$ cat config.mk
export PLATFORM = sky130hd
export DESIGN_NAME = mmio_timer_v1
export DESIGN_NICKNAME = d
export VERILOG_FILES = /design/src/rtl/mmio_timer_v1.sv
export SDC_FILE = /design/constraint.sdc
export NUM_CORES = 1
export LEC_CHECK = 0
export CAP_MARGIN = 0
export CORE_MARGIN = 4
export CORE_UTILIZATION = 40
export DETAILED_ROUTE_END_ITERATION = 8
export SLEW_MARGIN = 20
export SYNTH_ARGS = -nofsm -noshare
export SYNTH_HDL_FRONTEND = slang
export SYNTH_SLANG_ARGS = --single-unit
$ cat constraint.sdc
create_clock -name clk -period 2.2 [get_ports clk]
set_clock_uncertainty 0.05 [all_clocks]
set_input_delay 0.33 -clock clk [delete_from_list [all_inputs] [get_ports clk]]
set_output_delay 0.33 -clock clk [all_outputs]
set_load 0.05 [all_outputs]
$ cat src/rtl/mmio_timer_v1.sv
// Memory-mapped timer: prescaled 32-bit up-counter with compare match, overflow
// detect and a level interrupt, serviced through a 1 KiB MMIO slot.
module mmio_timer_v1 #(
  parameter logic [31:0] ID_VALUE = 32'h544D5231
) (
  input  logic        clk,
  input  logic        rst_n,
  input  logic        sel,
  input  logic [31:0] data_address,
  input  logic [31:0] data_store,
  input  logic        data_read,
  input  logic        data_enable,
  output logic [31:0] data_fetch,
  output logic        irq
);

  localparam logic [7:0] OFF_CTRL    = 8'h00;
  localparam logic [7:0] OFF_COUNT   = 8'h01;
  localparam logic [7:0] OFF_COMPARE = 8'h02;
  localparam logic [7:0] OFF_STATUS  = 8'h03;
  localparam logic [7:0] OFF_ID      = 8'h04;

  logic        en_r, auto_r, irq_en_r;
  logic [7:0]  prescale_r;
  logic [7:0]  pcnt_r;
  logic [31:0] count_r, compare_r;
  logic        match_r, ovf_r;
  logic [31:0] data_fetch_r;
  logic        irq_r;

  logic        acc_s, wr_s, rd_s;
  logic [7:0]  off_s;
  logic        wr_ctrl_s, wr_count_s, wr_compare_s, wr_status_s;
  logic        tick_s, hit_s, match_set_s, ovf_set_s;
  logic [31:0] count_next_s;
  logic [31:0] rdata_s;
  logic        unused_addr_s;

  assign acc_s         = sel & data_enable;
  assign wr_s          = acc_s & ~data_read;
  assign rd_s          = acc_s & data_read;
  assign off_s         = data_address[9:2];
  assign unused_addr_s = ^{data_address[31:10], data_address[1:0]};

  assign wr_ctrl_s    = wr_s & (off_s == OFF_CTRL);
  assign wr_count_s   = wr_s & (off_s == OFF_COUNT);
  assign wr_compare_s = wr_s & (off_s == OFF_COMPARE);
  assign wr_status_s  = wr_s & (off_s == OFF_STATUS);

  // Tick and flag-set decisions are taken on the pre-update COUNT/COMPARE.
  assign tick_s      = en_r & (pcnt_r == prescale_r);
  assign hit_s       = (count_r == compare_r);
  assign match_set_s = tick_s & hit_s;
  assign ovf_set_s   = tick_s & ~hit_s & (count_r == 32'hFFFF_FFFF);

  // Counter next value: bus write wins, then tick behaviour.
  always_comb begin
    count_next_s = count_r;
    if (wr_count_s) begin
      count_next_s = data_store;
    end else if (tick_s) begin
      if (hit_s && auto_r) begin
        count_next_s = 32'd0;
      end else begin
        count_next_s = count_r + 32'd1;
      end
    end else begin
      count_next_s = count_r;
    end
  end

  // Read mux over the current register values.
  always_comb begin
    rdata_s = 32'd0;
    case (off_s)
      OFF_CTRL:    rdata_s = {16'd0, prescale_r, 5'd0, irq_en_r, auto_r, en_r};
      OFF_COUNT:   rdata_s = count_r;
      OFF_COMPARE: rdata_s = compare_r;
      OFF_STATUS:  rdata_s = {30'd0, ovf_r, match_r};
      OFF_ID:      rdata_s = ID_VALUE;
      default:     rdata_s = 32'd0;
    endcase
  end

  // Control, compare and counter registers.
  always_ff @(posedge clk or negedge rst_n) begin
    if (!rst_n) begin
      en_r       <= 1'b0;
      auto_r     <= 1'b0;
      irq_en_r   <= 1'b0;
      prescale_r <= 8'd0;
      compare_r  <= 32'd0;
      count_r    <= 32'd0;
    end else begin
      if (wr_ctrl_s) begin
        en_r       <= data_store[0];
        auto_r     <= data_store[1];
        irq_en_r   <= data_store[2];
        prescale_r <= data_store[15:8];
      end
      if (wr_compare_s) begin
        compare_r <= data_store;
      end
      count_r <= count_next_s;
    end
  end

  // Prescaler restarts on a COUNT write, on disable and after each tick.
  always_ff @(posedge clk or negedge rst_n) begin
    if (!rst_n) begin
      pcnt_r <= 8'd0;
    end else if (wr_count_s || (wr_ctrl_s && !data_store[0]) || !en_r || tick_s) begin
      pcnt_r <= 8'd0;
    end else begin
      pcnt_r <= pcnt_r + 8'd1;
    end
  end

  // Sticky W1C flags; a hardware set in the same cycle beats the clear.
  always_ff @(posedge clk or negedge rst_n) begin
    if (!rst_n) begin
      match_r <= 1'b0;
      ovf_r   <= 1'b0;
    end else begin
      match_r <= match_set_s | (match_r & ~(wr_status_s & data_store[0]));
      ovf_r   <= ovf_set_s   | (ovf_r   & ~(wr_status_s & data_store[1]));
    end
  end

  // Registered read data and interrupt.
  always_ff @(posedge clk or negedge rst_n) begin
    if (!rst_n) begin
      data_fetch_r <= 32'd0;
      irq_r        <= 1'b0;
    end else begin
      data_fetch_r <= rd_s ? rdata_s : 32'd0;
      irq_r        <= irq_en_r & (match_r | ovf_r);
    end
  end

  assign data_fetch = data_fetch_r;
  assign irq        = irq_r;

endmodule

# ---- Yosys cells after proc, flatten, opt, wreduce, memory -nomap -nowiden
# Cells that the tools add are included.
dict set report word_totals {
  ff_bits 118
  inputBits 69
  output_inout_bits 33
  wordCells 58
}
dict set report op_classes {
  n_addsub 2
  n_eq_ne 7
  mux 6
  bitwise_logic 23
  n_reduce_logical 9
}
# cell n
set op_table {}
lappend op_table {{$pmux W32 S5} 1}
lappend op_table {{$mux W32} 4}
lappend op_table {{$add A32 B1 Y32 const B} 1}
lappend op_table {{$eq A32 B32 Y1} 1}
lappend op_table {{$eq A32 B32 Y1 const B} 1}
lappend op_table {{$and A1 B1 Y1} 16}
lappend op_table {{$eq A8 B2 Y1 const B} 2}
lappend op_table {{$add A8 B1 Y8 const B} 1}
lappend op_table {{$eq A8 B1 Y1 const B} 1}
lappend op_table {{$eq A8 B3 Y1 const B} 1}
lappend op_table {{$eq A8 B8 Y1} 1}
lappend op_table {{$logic_not A8 Y1} 1}
lappend op_table {{$mux W8} 1}
lappend op_table {{$not A1 Y1} 4}
lappend op_table {{$logic_or A1 B1 Y1} 3}
lappend op_table {{$or A1 B1 Y1} 3}
lappend op_table {{$logic_and A1 B1 Y1} 2}
lappend op_table {{$logic_not A1 Y1} 2}
lappend op_table {{$reduce_bool A2 Y1} 1}

# ---- Logic depth before layout (Yosys ltp)
# Gate-level depths: netlist (run 1).
dict set report logic_depth {
  ltp_word 8
  mapped_depth 8
  mapped_depth_nobuf 7
}

# ---- Worst setup path before layout (run 1)
# OpenSTA, ideal clock, no wires.
dict set report synth_path {
  kind {input -> register}
  startpoint {in data_address[7]}
  endpoint {reg compare_r[27]}
  setup_time_ps 125
  arrival_ps 2065
  required_ps 2025
  setup_slack_ps -39
  cell_stages 7
  path_buffers 2
  path_cell_list {or4_4 > nor3_2 > and2_1 > nor2b_1 > buf_4 > buf_4 > mux2_2}
}
dict set report synth_between {
  elab_chain_cells 2
}
# item line
set synth_lines {}
lappend synth_lines {{start, declared} 9} ;# input logic [31:0] data_address,
lappend synth_lines {{$eq A8 B2 Y1} 47} ;# assign wr_compare_s = wr_s & (off_s == OFF_COMPARE);
lappend synth_lines {{$and A1 B1 Y1} 47}
lappend synth_lines {{end signal, assigned} 102} ;# compare_r <= data_store;
lappend synth_lines {{end, declared} 26} ;# logic [31:0] count_r, compare_r;
# No other way between the ends.
# A chain may end at the register's enable or synchronous reset.

# ---- Worst setup path after layout (run 1)
dict set report layout_path {
  startpoint {reg compare_r[7]}
  endpoint {reg ovf_r}
}
dict set report layout_between {
  elab_chain_cells 5
}
# item line
set layout_lines {}
lappend layout_lines {{$eq A32 B32 Y1} 52} ;# assign hit_s = (count_r == compare_r);
lappend layout_lines {{$not A1 Y1} 54} ;# assign ovf_set_s = tick_s & ~hit_s & (count_r == 32'hFFFF_FFFF);
lappend layout_lines {{$and A1 B1 Y1 (2 in a row)} 54}
lappend layout_lines {{$or A1 B1 Y1} 126} ;# ovf_r <= ovf_set_s | (ovf_r & ~(wr_status_s & data_store[1]));
lappend layout_lines {{end signal, assigned} 126}
lappend layout_lines {{end, declared} 27} ;# logic match_r, ovf_r;
# No other way between the ends.

==> results of run 1 <==
through the flow:
| stage | power (µW) | hold slack, ns | instance area, µm² |
|---|---|---|---|
| 2_1_floorplan | 2460 | -0.0156 | 6400 |
| 6_report | 5510 | 0.302 | 8800 |
| 5_1_grt | 5710 | 0.312 | 8800 |
| 3_5_place_dp | 2720 | 0.189 | 7930 |
| 3_3_place_gp | 2720 | 0.184 | 7930 |
| 4_1_cts | 5540 | 0.284 | 8600 |
registers in the layout, summed over array words and instances (netlist names):
name,count
irq_en_r,1
count_r,32
compare_r,32
en_r,1
irq,1
pcnt_r,8
prescale_r,8
match_r,1
ovf_r,1
data_fetch,32
auto_r,1
what timing repair did:
item | in CTS | in global routing
endpoints found under the setup margin | 33 | 71
endpoints found under the hold margin | 19 | 0
buffers inserted | 2 | 4
gates resized for setup | 9 | 19
hold buffers | 1 | 0
pin swaps | 3 | 12
gates cloned | 1 | 3
critical path: stages (launching register included):
cell and delay [ns]:
dfrtp_1 0.41, xnor2_1 0.35, nand4_1 0.26, nor4_4 0.40
buf_4 0.18, and2_1 0.15, nand4b_1 0.17, nand2_1 0.08
routing by layer:
metal	up-vias	global-route usage, %	wire, µm
li1	2720	-	-
met1	2860	29.8	8770
met2	196	33.7	8900
met3	31	5.51	1190
met4	0	8.20	489
met5	-	0	0
layout make-up:
cell class | count | area, µm²
well taps | 211 | 264
clock buffers | 22 | 464
flip-flops and latches | 118 | 2960
inverters | 8 | 30.0
fillers | 1358 | 6630
clock inverters | 10 | 128
repair buffers | 177 | 1690
multi-input cells | 491 | 3270
cell usage after synthesis, types with 4 or more instances:
| cell type | n | area [µm²] |
|---|---|---|
| a21oi_1 | 26 | 130 |
| a22oi_1 | 23 | 173 |
| buf_2 | 4 | 20.0 |
| o21ai_0 | 15 | 75.1 |
| nand3_1 | 73 | 365 |
| mux2_2 | 40 | 450 |
| mux2i_1 | 6 | 60.1 |
| xnor2_1 | 41 | 359 |
| a31oi_1 | 4 | 25.0 |
| o21ai_1 | 21 | 105 |
| buf_6 | 7 | 78.8 |
| xor2_1 | 5 | 43.8 |
| nor2_1 | 48 | 180 |
| nor2b_1 | 4 | 25.0 |
| nor4b_1 | 6 | 52.6 |
| nor3_1 | 7 | 35.0 |
| and3_1 | 25 | 156 |
| nor4_1 | 24 | 150 |
| clkbuf_1 | 38 | 143 |
| inv_1 | 8 | 30.0 |
| nand4_1 | 23 | 144 |
| dfrtp_1 | 118 | 2950 |
| nand2_1 | 56 | 210 |
worst paths after layout:
| kind | slack, ns | endpoint |
|---|---|---|
| max in group asynchronous | 1.21 | count_r[19] |
| min in group clk | 0.46 | count_r[21] |
| hold / removal | 0.30 | pcnt_r[7] |
| setup / recovery | 0.03 | ovf_r |
| setup reg to reg | 0.03 | ovf_r |
| hold reg to reg | 0.48 | irq |
cell families (layout without fill, tap and decap cells):
group,after synthesis,after routing,share of synthesized area [%]
and+or+nand+nor,289,289,23.7
DFF,118,118,46.2
AOI/OAI and AO/OA,107,107,10.4
buffers and inverters,62,217,4.66
muxes,47,47,8.34
xor gates and xnor gates,46,46,6.31
adders and majority gates,2,2,0.392
power by group through the flow:
| stage | sequential [µW] | combinational (µW) | clock (µW) |
|---|---|---|---|
| after global placement | 2280 | 442 | 0 |
| final | 2240 | 464 | 2800 |
| after CTS | 2240 | 455 | 2850 |
| after global routing | 2250 | 513 | 2950 |
| after detailed placement | 2280 | 447 | 0 |
| after floorplan | 2270 | 193 | 0 |
==> results_dict.tcl, run 1 <==
set metrics [dict create \
    drt_wl_total_um 19300 \
    final_cell_mix "dfrtp_1, buf_4, clkdlybuf4s50_1, nand3_1, nand2_1" \
    dp_slack_ns -0.433 \
    startpoint "compare_r[7]" \
    fin_setup_tns_ns 0 \
    cts.sinks 118 \
    die-area_um2 18100 \
    wl_per_cell_um 18.7 \
    max_cap_viol_count 0 \
    gr-total-overflow 0 \
    via_per_inst 5.60 \
    powerDensity_nw_per_um2 626 \
    start_util_pct 41.4 \
    ios 102 \
    dieHeight_um 134 \
    yosysSeqAreaShare_pct 46.2 \
    vias 5807 \
    clkPwrFrac_pct 50.9 \
    synth_cells 671 \
    areaGrowthSynthToFinish_pct 37.8 \
    criticalPathCategory "flop to flop" \
    leakage_uw 0.00378 \
    grt_pass1_wl_um 31000 \
    combPwrFrac_pct 8.4 \
    num_antenna_cells 0 \
    ir_worst_vdd_uv 486 \
    layout_commonest_cell "dfrtp_1" \
    final.min_clock_period_ns 2.17 \
    status "complete, no violations" \
    p_switching_uw 1250 \
    end_kind "flop" \
    required_ns 2.44 \
    drt_iter0_markers 406 \
    io_buffer_count 77 \
    async_reset_ff_share_pct 100 \
    synth-main-ff-cell "dfrtp_1" \
    globalplace.congestion 0.904 \
    drc 0 \
    dp_hpwl_um 13600 \
    grt_antenna_before_repair 0 \
    clock-root-buffer "clkbuf_16" \
    ant_nets 0 \
    synth_area_per_cell_um2 9.52 \
    clkLatencyLatePin_ns 0.42 \
    cp-start-kind "flop" \
    worst-path-max-fanout 3 \
    drive_gt1_share_pct 24.3 \
    synth_seq_cells 118 \
    core_area_um2 15400 \
    numCtsBuffers 17 \
    grt_max_degree 52 \
    synth_cell_types 49 \
    first_pass_iters 5 \
    cts_tree "built" \
    timing.rr.start "compare_r[7]" \
    fin_util_pct 57.0 \
    htree_levels 4 \
    seqPwrFrac_pct 40.7 \
    final_nets 884 \
    finalWorstSetupSlack_ns 0.0295 \
    place_inst 994 \
    layout.cells.non_filler 1037 \
    cp.arrival_ns 2.41 \
    synth-edff-count 0 \
    grt_pass1_vias 5966 \
    switching_share_pct 22.8 \
    worst_slew_pin_slew_ns 0.510 \
    die_x_um 134 \
    fin_crit_sh_pct 98.7 \
    fmax_mhz 461 \
    p_int_uw 4260 \
    cts_buffer_depth 2 \
    r2r.worst_path.cells 7 \
    syn_nets 742 \
    groute.usage.overall_pct 21.8 \
    finalSetupViolCount 0 \
    hold_viol 0 \
    timing.hold.worst.class "input port to asynchronous set/reset pin" \
    std_cell_rows 45 \
    drv_slew 0 \
    synth_area_um2 6390 \
    path_clk_slew_ns 0.05 \
    relSlewSlack_pct 65.9 \
    ys_warn_count 0 \
    rsz0062_at_grt "yes" \
]
Power figures use the tool's default switching activity.
==> inputs of run 2 (changes only) <==
clock period = 2.5 ns   (was 2.2 ns; I/O delays follow)
==> results_dict.tcl, run 2 (synthesis results as in run 1) <==
set metrics [dict create \
    fmax_mhz 420 \
    cts_tree "built" \
    clkPwrFrac_pct 53.5 \
    end_kind "flop" \
    timing.rr.start "count_r[6]" \
    worst-path-max-fanout 7 \
    drive_gt1_share_pct 18.4 \
    grt_max_degree 57 \
    num_antenna_cells 0 \
    max_cap_viol_count 0 \
    first_pass_iters 6 \
    dp_hpwl_um 13200 \
    ios 102 \
    dieHeight_um 134 \
    fin_crit_sh_pct 95.3 \
    cp.arrival_ns 2.62 \
    cp-start-kind "flop" \
    dp_slack_ns -0.178 \
    io_buffer_count 77 \
    leakage_uw 0.00349 \
    finalSetupViolCount 0 \
    grt_antenna_before_repair 0 \
    drv_slew 0 \
    start_util_pct 41.4 \
    rsz0062_at_grt "no" \
    finalWorstSetupSlack_ns 0.119 \
    htree_levels 4 \
    groute.usage.overall_pct 20.7 \
    grt_pass1_vias 5605 \
    drt_wl_total_um 17900 \
    status "complete, no violations" \
    via_per_inst 5.59 \
    criticalPathCategory "flop to flop" \
    post_dp_cell_area_um2 7630 \
    clkLatencyLatePin_ns 0.42 \
    worst_slew_pin_slew_ns 0.525 \
    cts_buffer_depth 2 \
    place_inst 962 \
    cts.sinks 118 \
    numCtsBuffers 17 \
    seqPwrFrac_pct 39.1 \
    globalplace.congestion 0.944 \
    clock-root-buffer "clkbuf_16" \
    busiest_layer "met2" \
    layout.cells.non_filler 995 \
    std_cell_rows 45 \
    vias 5561 \
    hold_viol 0 \
    p_switching_uw 1150 \
    drt_iter0_markers 405 \
    required_ns 2.74 \
    combPwrFrac_pct 7.4 \
    grt_pass1_wl_um 29300 \
    switching_share_pct 22.8 \
    final.min_clock_period_ns 2.38 \
    ir_worst_vdd_uv 485 \
    ant_nets 0 \
    final_cell_mix "dfrtp_1, clkdlybuf4s50_1, nand3_1, nand2_1, buf_4" \
    powerDensity_nw_per_um2 607 \
    die-area_um2 18100 \
    met1_usage_pct 28.7 \
    grtUsageMet2_pct 31.8 \
    p_int_uw 3890 \
    wl_per_cell_um 17.9 \
    timing.hold.worst.class "input port to asynchronous set/reset pin" \
    relSlewSlack_pct 64.7 \
    grt_util_met3_pct 4.13 \
    drc 0 \
    finalInstanceArea_um2 8300 \
    areaGrowthSynthToFinish_pct 30.0 \
    startpoint "count_r[6]" \
    gr-total-overflow 0 \
    core_area_um2 15400 \
    layout_commonest_cell "dfrtp_1" \
    path_clk_slew_ns 0.06 \
    final_nets 842 \
    fill_cells 1412 \
    postCtsSetupBuffers 0 \
    die_x_um 134 \
]
==> run 2: critical path: stages (launching register included) <==
cell	delay [ns]
dfrtp_1	0.52
nand4_1	0.33
nor4_1	0.47
nand2_1	0.27
o211a_1	0.29
o21ai_0	0.22
nand3_1	0.10
==> run 2: worst paths after layout <==
path                                   to  slack, ns  cells past startpoint
max                           count_r[27]       0.12                      6
min                        data_fetch[11]       0.33                      2
max reg2reg                   count_r[27]       0.12                      6
min reg2reg                           irq       0.49                      1
max in group asynchronous  data_fetch[18]       1.35                      3
min in group clk                      irq       0.49                      1
==> run 2: per-layer routing <==
layer	wire, µm	vias to the layer above
met4	354	0
li1	-	2634
met2	8290	180
met3	1000	22
met5	0	-
met1	8210	2725
==> run 2: timing repair <==
item,CTS,global route
endpoints found under the hold margin,18,0
hold buffers,1,0
resized for setup,0,1
setup endpoints to repair,0,2
==> run 2: power by group through the flow <==
stage	Sequential (µW)	Clock (µW)	Combinational [µW]
after CTS	1970	2730	378
after floorplan	2000	0	169
after detailed placement	2010	0	374
final	1970	2700	374
after global routing	1980	2830	415
after global placement	2000	0	365
==> run 2: layout make-up <==
type | instances | area (µm²) | area share, %
clock buffer | 17 | 425 | 5.12
multi-input combinational | 491 | 3150 | 37.9
clock inverter | 15 | 229 | 2.76
timing repair buffer | 135 | 1260 | 15.1
tap | 211 | 264 | 3.18
sequential | 118 | 2950 | 35.6
inverter | 8 | 30.0 | 0.362
==> run 2: per-stage QoR <==
step                TNS (ns)  power (µW)  hold slack [ns]  utilization [%]
finish                     0        5040            0.333             53.8
detailed placement     -9.29        2380            0.239             49.5
global route               0        5230            0.351             53.8
CTS                        0        5080            0.317             53.8
floorplan                  0        2160           0.0294                -
global placement       -7.16        2370            0.229             49.5
==> inputs of run 3 (changes only) <==
SLEW_MARGIN = 25   (was 20)
==> results of run 3 <==
The final DEF is identical to that of run 2; final timing and power are the same.
